File: config.mk
export PLATFORM = sky130hd
export DESIGN_NAME = alu_req_scheduler_flat
export DESIGN_NICKNAME = d
export VERILOG_FILES = /design/src/rtl/alu_req_scheduler_if.sv /design/src/rtl/alu_req_scheduler.sv /design/src/flat_wrapper.sv
export SDC_FILE = /design/constraint.sdc
export NUM_CORES = 1
export LEC_CHECK = 0
export CAP_MARGIN = 10
export CORE_MARGIN = 5
export CORE_UTILIZATION = 25
export CTS_BUF_LIST = sky130_fd_sc_hd__clkbuf_8
export DETAILED_ROUTE_END_ITERATION = 10
export DONT_BUFFER_PORTS = 1
export GPL_TIMING_DRIVEN = 0
export PLACE_DENSITY = 0.46
export SLEW_MARGIN = 20
export SYNTH_ARGS = -nofsm -noshare
export SYNTH_HDL_FRONTEND = slang
export SYNTH_SLANG_ARGS = --single-unit
File: constraint.sdc
create_clock -name clk -period 5.9 [get_ports clk]
set_clock_uncertainty 0.2 [all_clocks]
set_input_delay 1.475 -clock clk [delete_from_list [all_inputs] [get_ports clk]]
set_output_delay 1.475 -clock clk [all_outputs]
set_load 0.02 [all_outputs]
File: src/rtl/alu_req_scheduler_if.sv
`default_nettype none
// ============================================================================
//  Module      : alu_req_scheduler_if
//  Description : Bundle of the two request channels, the response channel
//                and the ALU issue/return bus around alu_req_scheduler.
//  Revision    : 1.0 - initial release
// ============================================================================
interface alu_req_scheduler_if #(
    parameter int WIDTH = 8
);
    // Requester 0 command channel
    logic                   req0_valid;
    logic                   req0_ready;
    logic [WIDTH-1:0]       req0_a;
    logic [WIDTH-1:0]       req0_b;
    logic [3:0]             req0_fun;

    // Requester 1 command channel
    logic                   req1_valid;
    logic                   req1_ready;
    logic [WIDTH-1:0]       req1_a;
    logic [WIDTH-1:0]       req1_b;
    logic [3:0]             req1_fun;

    // Response channel
    logic                   rsp_valid;
    logic                   rsp_ready;
    logic                   rsp_id;
    logic [2*WIDTH-1:0]     rsp_data;
    logic                   rsp_err;

    // Shared ALU bus
    logic [WIDTH-1:0]       alu_a;
    logic [WIDTH-1:0]       alu_b;
    logic [3:0]             alu_fun;
    logic                   alu_en;
    logic [2*WIDTH-1:0]     alu_out;
    logic                   alu_valid;

    // Status
    logic                   busy;

    // Environment side: requesters, response consumer and the ALU itself
    modport master (
        output req0_valid, req0_a, req0_b, req0_fun,
        input  req0_ready,
        output req1_valid, req1_a, req1_b, req1_fun,
        input  req1_ready,
        input  rsp_valid, rsp_id, rsp_data, rsp_err,
        output rsp_ready,
        input  alu_a, alu_b, alu_fun, alu_en,
        output alu_out, alu_valid,
        input  busy
    );

    // Scheduler side
    modport slave (
        input  req0_valid, req0_a, req0_b, req0_fun,
        output req0_ready,
        input  req1_valid, req1_a, req1_b, req1_fun,
        output req1_ready,
        output rsp_valid, rsp_id, rsp_data, rsp_err,
        input  rsp_ready,
        output alu_a, alu_b, alu_fun, alu_en,
        input  alu_out, alu_valid,
        output busy
    );
endinterface
`default_nettype wire

File: src/rtl/alu_req_scheduler.sv
`default_nettype none
// ============================================================================
//  Module      : alu_req_scheduler
//  Description : Round-robin scheduler placing one operation at a time from
//                two requesters onto a shared registered ALU, with
//                divide-by-zero rejection and a response timeout.
//  Revision    : 1.0 - initial release
// ============================================================================
module alu_req_scheduler #(
    parameter int WIDTH   = 8,
    parameter int TIMEOUT = 4
) (
    input  logic                clk,
    input  logic                rst,
    alu_req_scheduler_if.slave  bus
);

    localparam int               CNT_W    = (TIMEOUT > 1) ? $clog2(TIMEOUT) : 1;
    localparam logic [CNT_W-1:0] CNT_LAST = CNT_W'(TIMEOUT - 1);
    localparam logic [3:0]       FUN_DIV  = 4'b0011;

    typedef enum logic [1:0] {
        ST_IDLE  = 2'd0,
        ST_ISSUE = 2'd1,
        ST_WAIT  = 2'd2,
        ST_RESP  = 2'd3
    } state_t;

    state_t                 state_q,      state_d;
    logic                   last_grant_q, last_grant_d;
    logic [CNT_W-1:0]       cnt_q,        cnt_d;
    logic [WIDTH-1:0]       alu_a_q,      alu_a_d;
    logic [WIDTH-1:0]       alu_b_q,      alu_b_d;
    logic [3:0]             alu_fun_q,    alu_fun_d;
    logic                   rsp_id_q,     rsp_id_d;
    logic [2*WIDTH-1:0]     rsp_data_q,   rsp_data_d;
    logic                   rsp_err_q,    rsp_err_d;

    logic                   w_grant;
    logic                   w_idle;
    logic                   w_accept;
    logic [WIDTH-1:0]       w_sel_a;
    logic [WIDTH-1:0]       w_sel_b;
    logic [3:0]             w_sel_fun;

    // Round-robin pick: a lone requester wins outright, a tie goes to the
    // side that was not granted last time.
    always_comb begin
        w_grant = 1'b0;
        if (bus.req0_valid && bus.req1_valid) begin
            w_grant = ~last_grant_q;
        end else if (bus.req1_valid) begin
            w_grant = 1'b1;
        end
    end

    assign w_idle         = (state_q == ST_IDLE);
    assign bus.req0_ready = w_idle && bus.req0_valid && !w_grant;
    assign bus.req1_ready = w_idle && bus.req1_valid &&  w_grant;
    assign w_accept       = bus.req0_ready || bus.req1_ready;

    assign w_sel_a   = w_grant ? bus.req1_a   : bus.req0_a;
    assign w_sel_b   = w_grant ? bus.req1_b   : bus.req0_b;
    assign w_sel_fun = w_grant ? bus.req1_fun : bus.req0_fun;

    // Next-state and datapath updates for the single in-flight operation.
    always_comb begin
        state_d      = state_q;
        last_grant_d = last_grant_q;
        cnt_d        = cnt_q;
        alu_a_d      = alu_a_q;
        alu_b_d      = alu_b_q;
        alu_fun_d    = alu_fun_q;
        rsp_id_d     = rsp_id_q;
        rsp_data_d   = rsp_data_q;
        rsp_err_d    = rsp_err_q;

        case (state_q)
            ST_IDLE: begin
                if (w_accept) begin
                    alu_a_d      = w_sel_a;
                    alu_b_d      = w_sel_b;
                    alu_fun_d    = w_sel_fun;
                    rsp_id_d     = w_grant;
                    last_grant_d = w_grant;
                    // Division by zero is answered directly; the ALU never sees it.
                    if ((w_sel_fun == FUN_DIV) && (w_sel_b == '0)) begin
                        rsp_err_d  = 1'b1;
                        rsp_data_d = '0;
                        state_d    = ST_RESP;
                    end else begin
                        state_d    = ST_ISSUE;
                    end
                end
            end
            ST_ISSUE: begin
                cnt_d   = '0;
                state_d = ST_WAIT;
            end
            ST_WAIT: begin
                if (bus.alu_valid) begin
                    rsp_data_d = bus.alu_out;
                    rsp_err_d  = 1'b0;
                    state_d    = ST_RESP;
                end else if (cnt_q == CNT_LAST) begin
                    rsp_data_d = '0;
                    rsp_err_d  = 1'b1;
                    state_d    = ST_RESP;
                end else begin
                    cnt_d = cnt_q + 1'b1;
                end
            end
            ST_RESP: begin
                if (bus.rsp_ready) begin
                    state_d = ST_IDLE;
                end
            end
            default: begin
                state_d = ST_IDLE;
            end
        endcase
    end

    // State and datapath registers; reset abandons any in-flight operation.
    always_ff @(posedge clk or posedge rst) begin
        if (rst) begin
            state_q      <= ST_IDLE;
            last_grant_q <= 1'b1;
            cnt_q        <= '0;
            alu_a_q      <= '0;
            alu_b_q      <= '0;
            alu_fun_q    <= '0;
            rsp_id_q     <= 1'b0;
            rsp_data_q   <= '0;
            rsp_err_q    <= 1'b0;
        end else begin
            state_q      <= state_d;
            last_grant_q <= last_grant_d;
            cnt_q        <= cnt_d;
            alu_a_q      <= alu_a_d;
            alu_b_q      <= alu_b_d;
            alu_fun_q    <= alu_fun_d;
            rsp_id_q     <= rsp_id_d;
            rsp_data_q   <= rsp_data_d;
            rsp_err_q    <= rsp_err_d;
        end
    end

    // Strobes are decoded straight from the state register so they drop
    // together with it when reset is asserted.
    assign bus.alu_en    = (state_q == ST_ISSUE);
    assign bus.rsp_valid = (state_q == ST_RESP);
    assign bus.busy      = (state_q != ST_IDLE);

    assign bus.alu_a     = alu_a_q;
    assign bus.alu_b     = alu_b_q;
    assign bus.alu_fun   = alu_fun_q;
    assign bus.rsp_id    = rsp_id_q;
    assign bus.rsp_data  = rsp_data_q;
    assign bus.rsp_err   = rsp_err_q;

endmodule
`default_nettype wire
File: src/flat_wrapper.sv
// flat-port wrapper written by rule: the top's interface ports become plain ports
module alu_req_scheduler_flat 
#(
    parameter int WIDTH   = 8,
    parameter int TIMEOUT = 4
)
  (clk, rst, bus_req0_valid, bus_req0_a, bus_req0_b, bus_req0_fun, bus_req0_ready, bus_req1_valid, bus_req1_a, bus_req1_b, bus_req1_fun, bus_req1_ready, bus_rsp_valid, bus_rsp_id, bus_rsp_data, bus_rsp_err, bus_rsp_ready, bus_alu_a, bus_alu_b, bus_alu_fun, bus_alu_en, bus_alu_out, bus_alu_valid, bus_busy);
  alu_req_scheduler_if #(.WIDTH(WIDTH)) bus_i ();
  input  logic clk;
  input  logic rst;
  input wire logic [$bits(bus_i.req0_valid)-1:0] bus_req0_valid;
  input wire logic [$bits(bus_i.req0_a)-1:0] bus_req0_a;
  input wire logic [$bits(bus_i.req0_b)-1:0] bus_req0_b;
  input wire logic [$bits(bus_i.req0_fun)-1:0] bus_req0_fun;
  output wire logic [$bits(bus_i.req0_ready)-1:0] bus_req0_ready;
  input wire logic [$bits(bus_i.req1_valid)-1:0] bus_req1_valid;
  input wire logic [$bits(bus_i.req1_a)-1:0] bus_req1_a;
  input wire logic [$bits(bus_i.req1_b)-1:0] bus_req1_b;
  input wire logic [$bits(bus_i.req1_fun)-1:0] bus_req1_fun;
  output wire logic [$bits(bus_i.req1_ready)-1:0] bus_req1_ready;
  output wire logic [$bits(bus_i.rsp_valid)-1:0] bus_rsp_valid;
  output wire logic [$bits(bus_i.rsp_id)-1:0] bus_rsp_id;
  output wire logic [$bits(bus_i.rsp_data)-1:0] bus_rsp_data;
  output wire logic [$bits(bus_i.rsp_err)-1:0] bus_rsp_err;
  input wire logic [$bits(bus_i.rsp_ready)-1:0] bus_rsp_ready;
  output wire logic [$bits(bus_i.alu_a)-1:0] bus_alu_a;
  output wire logic [$bits(bus_i.alu_b)-1:0] bus_alu_b;
  output wire logic [$bits(bus_i.alu_fun)-1:0] bus_alu_fun;
  output wire logic [$bits(bus_i.alu_en)-1:0] bus_alu_en;
  input wire logic [$bits(bus_i.alu_out)-1:0] bus_alu_out;
  input wire logic [$bits(bus_i.alu_valid)-1:0] bus_alu_valid;
  output wire logic [$bits(bus_i.busy)-1:0] bus_busy;
  assign bus_i.req0_valid = bus_req0_valid;
  assign bus_i.req0_a = bus_req0_a;
  assign bus_i.req0_b = bus_req0_b;
  assign bus_i.req0_fun = bus_req0_fun;
  assign bus_req0_ready = bus_i.req0_ready;
  assign bus_i.req1_valid = bus_req1_valid;
  assign bus_i.req1_a = bus_req1_a;
  assign bus_i.req1_b = bus_req1_b;
  assign bus_i.req1_fun = bus_req1_fun;
  assign bus_req1_ready = bus_i.req1_ready;
  assign bus_rsp_valid = bus_i.rsp_valid;
  assign bus_rsp_id = bus_i.rsp_id;
  assign bus_rsp_data = bus_i.rsp_data;
  assign bus_rsp_err = bus_i.rsp_err;
  assign bus_i.rsp_ready = bus_rsp_ready;
  assign bus_alu_a = bus_i.alu_a;
  assign bus_alu_b = bus_i.alu_b;
  assign bus_alu_fun = bus_i.alu_fun;
  assign bus_alu_en = bus_i.alu_en;
  assign bus_i.alu_out = bus_alu_out;
  assign bus_i.alu_valid = bus_alu_valid;
  assign bus_busy = bus_i.busy;
  alu_req_scheduler #(.WIDTH(WIDTH), .TIMEOUT(TIMEOUT)) u_core (.clk(clk), .rst(rst), .bus(bus_i));
endmodule
==> impl_metrics.toml <==
[clocking]
clk_latency_ps = 300
cts_setup_buffers = 0
htreeDepth = 2
clkSlewWorstSetupHoldPaths_ps = 80
cts_buffer_depth = 2
cts_resized = 0
cts_buffers = 5
clock-sinks = 43
tritoncts = "done"
ctsRootBufferMaster = "clkbuf_8"
cts_hold_buf = 0

[global_route]
grt.total_usage_pct = 10.6
grt_start_max_net_pins = 23
grt_pass1_vias = 1648
grt_antenna_before_repair = 1
grt_pass1_wl_mm = 9.29
overflow = 0

[yosys]
yosys_warnings = 0
syn_avg_cell_area_um2 = 10.9
ys_ff_latch = 43
syn_nets = 269
ys_types = 31
postSynth.asyncResetShare_pct = 100
synth_edf_count = 0
synthCells = 201
ys_seq_area_share_pct = 49.2
mappedNetlistArea_um2 = 2190
ys.flop_type = "dfrtp_1"

[critical_path]
worst-endpoint-required_ps = 4220
crit_type = "in -> out"
r2r-end = "u_core.bus.rsp_data[14]$_DFFE_PP0P_"
crit_arrival_ps = 2310
critPathMaxFanout = 10
regToRegSetupSlack_ps = 3450
cp-start-kind = "input port"
reg2reg_from = "u_core.state_q[0]$_DFFE_PP0P_"
rr_worst_depth = 9
critPathCaptureType = "output pin"

[route]
drt_drc_violations_left = 0
first_iter_violations = 40
drt-total-wl_mm = 5.78
avgViaCountPerCell = 4.72
dr.pass1.iters = 3
ant_nets = 0
routedWlPerCell_um = 18.1
vias = 1506

[floorplanning]
die_area_um2 = 10700
num_rows = 34
fp.coreArea_um2 = 8640
initial_core_util_pct = 25.3
die_h_um = 104
io_pins = 105
fp.dieW_um = 104

[finish]
areaGrowthSynthToFinish_pct = 12.6
fill_cells = 904
multiInputGateArea_um2 = 1030
final_util_pct = 28.5
final_area_um2 = 2460
mostFrequentLayoutCell = "dfrtp_1"
fin_nets = 277
regArea_um2 = 1080
drive_gt1_share_pct = 15.7
layout_common_cells = "42 x dfrtp_1, 24 x nand2_1, 24 x o21ai_0"

[worst_hold_path]
hp-class = "reg -> reg"
hold_depth = 1
whs_endpoint = "u_core.cnt_q[0]$_DFFE_PP0P_"
hold_path.startpoint = "u_core.cnt_q[0]$_DFFE_PP0P_"

[sta]
rsz0062_at_grt = "no"
maxSlewViolCount = 0
maxSlewHeadroom_pct = 63.8
tns_ps = 0
period_share_pct = 67.6
max_freq_mhz = 251
period_needed_ps = 3990
setup_viol = 0
hold_viol = 0
tightest_slew_ps = 542

[flow_run]
maxCapViolations = 0

[power]
power.leakage_nw = 1.21
irDropWorstVdd_mv = 0.178
power.density_nw_per_um2 = 527

[placed_design]
dp_hpwl_mm = 4.46
place_area_um2 = 2350
gp_congestion = 0.659
port_buffers = 0

[outcome]
status = "complete, no violations"
==> flip-flops by register name, indices dropped and copies added (netlist names) <==
register and cells:
u_core.bus.alu_a 8, u_core.bus.alu_b 8, u_core.bus.alu_fun 4, u_core.bus.rsp_data 16, u_core.bus.rsp_err 1, u_core.bus.rsp_id 1, u_core.cnt_q 2, u_core.last_grant_q 1
u_core.state_q 2
==> cell families after synthesis <==
family                     after synthesis  share of synthesized area, %
and+or+nand+nor                         60                          14.1
adders and majority gates                6                          3.43
muxes                                   37                          19.6
DFF                                     43                          49.2
AOI/OAI and AO/OA                       37                          9.72
buffers and inverters                   18                          3.89
==> worst max-delay path by stage <==
stage / endpoint / start / depth (start not counted)
finish: bus_req0_ready / bus_req1_valid / 3
detailed placement: bus_req0_ready / bus_req1_valid / 3
CTS: bus_req0_ready / bus_req1_valid / 3
global route: bus_req0_ready / bus_req1_valid / 3
global placement: bus_req0_ready / bus_req1_valid / 3
floorplan: bus_req0_ready / bus_req1_valid / 3
==> routing by layer <==
metal / routed length [um] / global-route usage, % / part of all wire [%] / vias up
li1: - / - / - / 724
met1: 2430 / 12.9 / 42 / 727
met2: 2870 / 17.5 / 50 / 49
met3: 416 / 3.98 / 7.2 / 6
met4: 65 / 3.09 / 1.1 / 0
met5: 0 / 0 / 0 / -
==> cells in the mapped netlist, types with 2 or more instances <==
master,number,area share [%]
a21o_1,3,1.0
a21oi_1,3,0.69
and3_1,16,4.6
buf_2,2,0.46
buf_6,2,1.0
clkbuf_1,9,1.5
dfrtp_1,42,48
ha_1,6,3.4
inv_1,5,0.86
mux2_2,7,3.6
mux2_4,10,6.9
mux2i_1,20,9.1
nand2_1,24,4.1
nand3_1,2,0.46
nor2_1,7,1.2
nor4_1,2,0.57
nor4b_1,4,1.6
o21ai_0,24,5.5
==> where the power goes <==
group,total [W],internal [W],switching (W)
logic,0.000404,0.000175,0.000229
clock network,0.000232,0.000125,0.000107
registers,0.000661,0.000426,0.000235
total,0.00130,0.000726,0.000572
==> worst max-delay path, cell delays in order <==
cell and delay, ps:
a21boi_2 260, buf_2 370, nor2_1 200
==> per-stage QoR <==
step / std cells / hold WS, ps / power (W) / setup slack, ps
after floorplan: 201 / 263 / 0.000968 / 2060
after global placement: 309 / 293 / 0.00108 / 1900
after detailed placement: 310 / 298 / 0.00109 / 1890
after CTS: 318 / 308 / 0.00133 / 1890
after global routing: 319 / 343 / 0.00139 / 1800
final: 319 / 296 / 0.00130 / 1910
==> cell type report <==
| cell class | count | area share [%] |
|---|---|---|
| Sequential cell | 43 | 43.7 |
| Clock buffer | 5 | 2.79 |
| Tap cell | 108 | 5.49 |
| Buffer | 13 | 2.69 |
| Antenna cell | 1 | 0.102 |
| Clock inverter | 3 | 1.68 |
| Timing Repair Buffer | 1 | 1.12 |
| Inverter | 5 | 0.762 |
| Multi-Input combinational cell | 140 | 41.6 |
Note: power is estimated with default switching activity, not from simulation.
